### config.mk
export PLATFORM = sky130hd
export DESIGN_NAME = mem_access_unit
export DESIGN_NICKNAME = d
export VERILOG_FILES = /design/src/rtl/riscv_mem_pkg.sv /design/src/rtl/load_extend.sv /design/src/rtl/mem_access_unit.sv
export SDC_FILE = /design/constraint.sdc
export NUM_CORES = 1
export LEC_CHECK = 0
export ABC_AREA = 1
export BUFFER_PORTS_ARGS = -buffer_cell sky130_fd_sc_hd__buf_2
export CORE_ASPECT_RATIO = 0.75
export CORE_MARGIN = 1.5
export CORE_UTILIZATION = 50
export CTS_CLUSTER_DIAMETER = 120
export CTS_CLUSTER_SIZE = 20
export DETAILED_ROUTE_END_ITERATION = 8
export PLACE_DENSITY = 0.89
export SLEW_MARGIN = 20
export SYNTH_ARGS = -nofsm -noshare
export SYNTH_HDL_FRONTEND = slang
export SYNTH_SLANG_ARGS = --single-unit
### constraint.sdc
create_clock -name clk -period 1.7 [get_ports clk]
set_input_delay 0.17 -clock clk [delete_from_list [all_inputs] [get_ports clk]]
set_output_delay 0.17 -clock clk [all_outputs]
set_load 0.02 [all_outputs]
### src/rtl/riscv_mem_pkg.sv
// rtl/riscv_mem_pkg.sv - shared funct3 size codes and access-unit state encoding
package riscv_mem_pkg;

    localparam logic [2:0] F3_LB  = 3'b000;
    localparam logic [2:0] F3_LH  = 3'b001;
    localparam logic [2:0] F3_LW  = 3'b010;
    localparam logic [2:0] F3_LBU = 3'b100;
    localparam logic [2:0] F3_LHU = 3'b101;

    typedef enum logic [1:0] {
        ST_IDLE = 2'd0,
        ST_BUSY = 2'd1,
        ST_RESP = 2'd2
    } mau_state_e;

endpackage

### src/rtl/load_extend.sv
// rtl/load_extend.sv - selects the addressed byte/half of a memory word and extends it
module load_extend
    import riscv_mem_pkg::*;
(
    input  logic [31:0] rdata,
    input  logic [2:0]  funct3,
    input  logic [1:0]  off,
    input  logic        fetch,
    output logic [31:0] ext
);

    logic [31:0] shifted;
    logic [7:0]  b;
    logic [15:0] h;

    always_comb begin
        shifted = rdata >> {off, 3'b000};
        b       = shifted[7:0];
        h       = off[1] ? rdata[31:16] : rdata[15:0];
        ext     = rdata;
        if (!fetch) begin
            case (funct3)
                F3_LB:   ext = {{24{b[7]}}, b};
                F3_LBU:  ext = {24'd0, b};
                F3_LH:   ext = {{16{h[15]}}, h};
                F3_LHU:  ext = {16'd0, h};
                default: ext = rdata;
            endcase
        end
    end

endmodule

### src/rtl/mem_access_unit.sv
// rtl/mem_access_unit.sv - load/store/fetch bridge between multicycle datapath and variable-latency memory
module mem_access_unit
    import riscv_mem_pkg::*;
(
    input  logic        clk,
    input  logic        reset,
    input  logic        MemRead,
    input  logic        MemWrite,
    input  logic        Fetch,
    input  logic [2:0]  funct3,
    input  logic [31:0] Adr,
    input  logic [31:0] WriteData,
    output logic [31:0] ReadData,
    output logic        MemStall,
    output logic        AccessErr,
    output logic        mem_req,
    output logic        mem_we,
    output logic [31:0] mem_addr,
    output logic [3:0]  mem_be,
    output logic [31:0] mem_wdata,
    input  logic [31:0] mem_rdata,
    input  logic        mem_ready
);

    mau_state_e  state, state_nxt;
    logic [2:0]  f3_eff;
    logic        f3_ok, misalign, strobe, illegal, accept;
    logic [3:0]  be;
    logic [31:0] wdata;
    logic [2:0]  lat_f3;
    logic [1:0]  lat_off;
    logic        lat_fetch;
    logic [31:0] ext;

    // Fetches always behave as word loads regardless of funct3
    always_comb begin
        f3_eff   = Fetch ? F3_LW : funct3;
        f3_ok    = Fetch || (funct3 == F3_LB) || (funct3 == F3_LH) || (funct3 == F3_LW)
                         || (funct3 == F3_LBU) || (funct3 == F3_LHU);
        misalign = 1'b0;
        be       = 4'b1111;
        wdata    = WriteData;
        case (f3_eff)
            F3_LB, F3_LBU: begin
                be    = 4'b0001 << Adr[1:0];
                wdata = {4{WriteData[7:0]}};
            end
            F3_LH, F3_LHU: begin
                misalign = Adr[0];
                be       = 4'b0011 << Adr[1:0];
                wdata    = {2{WriteData[15:0]}};
            end
            F3_LW:   misalign = |Adr[1:0];
            default: misalign = 1'b0;
        endcase
        strobe    = MemRead | MemWrite;
        illegal   = (MemRead & MemWrite) | ~f3_ok | misalign;
        accept    = (state == ST_IDLE) && strobe && !illegal && !reset;
        AccessErr = (state == ST_IDLE) && strobe && illegal && !reset;
        MemStall  = accept || (state == ST_BUSY);
    end

    always_comb begin
        state_nxt = state;
        case (state)
            ST_IDLE: if (accept) state_nxt = ST_BUSY;
            ST_BUSY: if (mem_ready) state_nxt = ST_RESP;
            ST_RESP: state_nxt = ST_IDLE;
            default: state_nxt = ST_IDLE;
        endcase
    end

    always_ff @(posedge clk) begin
        if (reset) state <= ST_IDLE;
        else       state <= state_nxt;
    end

    load_extend u_load_extend (
        .rdata  (mem_rdata),
        .funct3 (lat_f3),
        .off    (lat_off),
        .fetch  (lat_fetch),
        .ext    (ext)
    );

    // mem_addr/be/wdata keep their last values after completion; only req/we drop
    always_ff @(posedge clk) begin
        if (reset) begin
            ReadData  <= 32'd0;
            mem_req   <= 1'b0;
            mem_we    <= 1'b0;
            mem_addr  <= 32'd0;
            mem_be    <= 4'd0;
            mem_wdata <= 32'd0;
            lat_f3    <= F3_LW;
            lat_off   <= 2'd0;
            lat_fetch <= 1'b0;
        end else if (accept) begin
            mem_req   <= 1'b1;
            mem_we    <= MemWrite;
            mem_addr  <= {Adr[31:2], 2'b00};
            mem_be    <= be;
            mem_wdata <= wdata;
            lat_f3    <= f3_eff;
            lat_off   <= Adr[1:0];
            lat_fetch <= Fetch;
        end else if (state == ST_BUSY && mem_ready) begin
            mem_req <= 1'b0;
            mem_we  <= 1'b0;
            if (!mem_we) ReadData <= ext;
        end
    end

endmodule

Word level (Yosys, flattened, before mapping). Index checks and enable logic that the tools add are counted. Widths: inputs -> output; s select.

Add/sub/neg operators: 0. Multiply operators: 0. Div/mod/pow operators: 0. $lt $le $gt $ge: 0. Equality and inequality tests: 14. Shifts and indexed selects: 3. Mux-type cells: 13. Bitwise operators: 7. Reductions and logical operators: 24.

Operator list (count): $pmux 32 s4 (1); $pmux 32 s2 (1); $mux 32 (1); $shr 32x5->8 (1); $eq 3x3->1 const B (6); $mux 16 (1); $eq 3x1->1 const B (3); $logic_not 3->1 (3); $pmux 4 s2 (1); $eq 3x2->1 const B (2); $logic_and 1x1->1 (6); $logic_or 1x1->1 (6); $reduce_or 2->1 (3); $mux 2 (2); $ne 2x2->1 const B (2); $pmux 2 s2 (1); $shl 1x2->4 const A (1); $shl 2x2->4 const A (1); $mux 1 (3); $mux 3 (1); $not 1->1 (3); $or 1x1->1 (3); $reduce_and 3->1 (1); $eq 2x1->1 const B (1); other kinds (6) (7).

Register bits after elaboration: 108. Latch bits: 0. Memory bits (writable): 0. Memory bits (read-only): 0. Input port bits: 105. Output and inout bits: 104. Logic and storage cells: 71. Memories kept: 0.

Longest topological paths before layout.
Depth after elaboration: 14. Mapped depth: 11. Depth with buffers taken out: 9.

Hierarchy. Synthesis repeated with hierarchy kept, for this count alone.

Cell total of the unflattened synthesis: 941. Area, all modules: 5657.9 um^2.

By module, submodules not included: mem_access_unit (instances 1, cells an instance 746, area each 4809.6 um^2, sequential area each 2162.1 um^2); load_extend (instances 1, cells an instance 195, area each 848.3 um^2, sequential area each 0.0 um^2).

Worst setup path after synthesis. OpenSTA, ideal clock, no wires.

Path kind: register to register. From: register lat_f3[0]. To: register ReadData[22]. Setup time: 0.109 ns. Arrival: 1.313 ns. Required time: 1.591 ns. Slack: 0.279 ns. Cell stages (with the launch flop): 12. Buffers on the path: 2. Period minus slack after synthesis: 1.421 ns. Cells stage by stage: dfxtp_1 > buf_2 > nor2_1 > nand2_1 > inv_1 > nand2_1 > nand3_1 > nand2_1 > buf_2 > nand3_1 > nand2_1 > inv_1.

Longest elaborated chain between the ends: 3. Elaborated cells on any way between the ends: 6. Classes of those cells: 3 x eq/ne; 2 x mux; 1 x reduce/logical.

Ends and longest elaborated chain: start, declared (RTL line mem_access_unit.sv:30) `logic [2:0] lat_f3;`; start signal, assigned (RTL line mem_access_unit.sv:95) `lat_f3 <= F3_LW;`; start signal, assigned (RTL line mem_access_unit.sv:104) `lat_f3 <= f3_eff;`; $eq 3x3->1, or another cell as far along (RTL line load_extend.sv:22) `case (funct3)`; $pmux 32 s4 (*) (RTL line load_extend.sv:22); $mux 32 (*) (RTL line load_extend.sv:21) `if (!fetch) begin`; end signal, assigned (RTL line mem_access_unit.sv:110) `if (!mem_we) ReadData <= ext;`; end, declared (RTL line mem_access_unit.sv:13) `output logic [31:0] ReadData,`.

Every way passes the cells marked *; elsewhere a longest branch is shown, timed or not. A chain may end at the register's enable or synchronous reset.

Worst setup path after layout.
From: register state[0]. To: output MemStall.

Longest elaborated chain between the ends: 5. Elaborated cells on any way between the ends: 6. Classes of those cells: 1 x eq/ne; 5 x reduce/logical.

Ends and longest elaborated chain: start, declared (RTL line mem_access_unit.sv:25) `mau_state_e state, state_nxt;`; start signal, assigned (RTL line mem_access_unit.sv:75) `else state <= state_nxt;`; $logic_not 2->1 (RTL line mem_access_unit.sv:58) `accept = (state == ST_IDLE) && strobe && !illegal && !reset;`; $logic_and 1x1->1 (3 in a row) (RTL line mem_access_unit.sv:58); $logic_or 1x1->1 (*) (RTL line mem_access_unit.sv:60) `MemStall = accept || (state == ST_BUSY);`; end, declared (RTL line mem_access_unit.sv:14) `output logic MemStall,`.

Marks and branches as above.

==> run metrics <==
outcome finished clean; Final ANT Viol Nets 0; routed vias 6339; Tmin final 1.624 ns; GRT Max-Usage Layer met2; drt total wl 15960 µm; CTS Hold Bufs 0; worst min-delay path category input pin to register; CP required 1.53 ns; Die Height 95.63 µm; layout cells sized above 1 0.2239; DRT Pass-1 Iters 5; cells after synthesis 976; most common cell after layout, fill and taps aside nand2_1; GPL Wtd Cong 0.9409; Num CTS Buffers 9; worst-margin pin slew 0.6165 ns; die width 126.5 µm; clk_lat worst skew 0.34 ns; Starting Density 0.5189; Slew Viols, Final 0; Clock Skew 0.004594 ns; Tcrit/Tclk final 0.9553; slew margin rel. 0.5880; number of fill cells 1023; IO Port Bufs 206; worst path arrival time 1.45 ns; crit-path max FO 3; I/O pin count 209; WP buf/inv 1; crit-path leading delay family simple AND/OR/NAND/NOR gates; crit path cell chain nor2_1, o21ai_1, nor2_2, nand3_2, nand2_1, buf_4; gr ovfl total 0; H-tree depth 3; leak pwr 4.425 nW; Post-DP HPWL 11620 µm; Synth top area share 0.3780; initial detailed-routing violation count 583; Netlist cell types 22; clock sink count 108; Achievable Freq 615.7 MHz; GR Util met2 0.4016; Mapped Avg Cell Area 5.861 µm²; Setup TNS Final 0 ns; RSZ-0062 raised after global routing no; initial antenna violation count 0; DRC viols 0; final core utilization 0.6608; final hold violations 0; PwrDens 930.3 mW/mm²; Area Growth Syn to Fin 27.34%; Worst-path clk slew 0.07 ns; Critical Path Sink Type output port; largest net degree at the start of global routing 52; CTS tree built; GR Util met3 0.06510; most frequent cells in the layout nand2_1, buf_2, nor2_1; n_diodes 0; # Max-Cap Violations 0; Synth area leaders dfxtp_1, nand2_1, nor2_1, inv_1, nand3_1; Worst path max stage delay 0.32 ns; all-layer global routing usage 0.2581; wire length per cell 12.10 µm; Nets 1281; Core Region 0.01102 mm²; drt via density 4.806; first-pass GRT wire length 25100 µm; CTS Buffer Depth 2; critical path class register to output port; vias in the first global route 5381; Final Setup Violations 0; CP startpoint kind register; Synth Cell Area 0.005720 mm²; Yosys top cell by area dfxtp_1; number of synthesized register bits 108; die area 0.01210 mm²; row count 33; GRT met1 Usage 0.3508; sequential-to-total area share from yosys stat 0.3780; clock root cell clkbuf_16; VDD IR max 565.2 µV; Yosys warnings 0; critical path's slowest cell dfxtp_1
final cells by class:
class,instances,area [µm²],area share
clock buffers,13,270.3,0.03710
clock inverters,1,7.507,0.001031
inverters,163,611.8,0.08399
multi-input cells,659,2744,0.3767
flip-flops and latches,108,2162,0.2968
well taps,140,175.2,0.02405
repair buffers,235,1314,0.1804
what timing repair did:
action,4_1_cts,5_1_grt
resized for setup,3,3
pin swaps,2,1
buffers inserted,6,0
setup endpoints to repair,2,4
flip-flops by register name (all words and copies together) (netlist names):
signal	flops
ReadData	32
lat_f3	3
lat_fetch	1
lat_off	2
mem_addr	30
mem_be	4
mem_req	1
mem_wdata	32
mem_we	1
state	2
metrics by stage:
step	cells	total power, W	hold slack, ns	cell area, µm²	setup WS (ns)
2_1_floorplan	977	0.004165	0.2700	5724	0.2785
3_3_place_gp	1299	0.004740	0.3884	6952	0.1064
3_5_place_dp	1299	0.004782	0.3943	6952	0.02435
4_1_cts	1319	0.006784	0.03124	7279	0.01354
5_1_grt	1319	0.007157	0.03866	7284	0.005384
6_report	1319	0.006777	0.03693	7284	0.07595
metal layers:
layer | vias up | part of all wire | wire [µm]
met2 | 287 | 0.43 | 6854
met3 | 31 | 0.096 | 1524
met4 | 0 | 0.018 | 282
met1 | 2749 | 0.46 | 7295
li1 | 3272 | - | -
met5 | - | 0 | 0
cell usage after synthesis, drive strengths merged:
cell type	instances
nand2	318
nor2	200
inv	163
dfxtp	108
nand3	63
o21ai	33
buf	30
a21oi	21
clkbuf	17
a21boi	8
o21bai	8
a31oi	5
conb	1
o31ai	1
where the power goes:
group | switching, W | internal (W)
clock network | 0.000898 | 0.00110
registers | 0.000138 | 0.00277
logic | 0.00120 | 0.000666
total | 0.00224 | 0.00454
path summary, 6_finish.rpt:
kind | to | cells after the start | startpoint | slack (ns)
worst max-delay path | MemStall | 6 | state[0] | 0.08
worst min-delay path | state[0] | 2 | mem_ready | 0.04
worst max register to register | lat_f3[1] | 10 | state[0] | 0.16
worst min register to register | mem_req | 2 | mem_req | 0.48
cells by family (layout without fill, tap and decap cells):
group                  count (synthesis)  count (layout)  synth area share
buffers and inverters                210             412            0.1465
AO/OA/AOI/OAI                         76              76           0.07502
AND/OR/NAND/NOR                      581             581            0.3998
other                                  1               2         0.0006555
flip-flops                           108             108            0.3780
(Power assumes the default switching activity.)
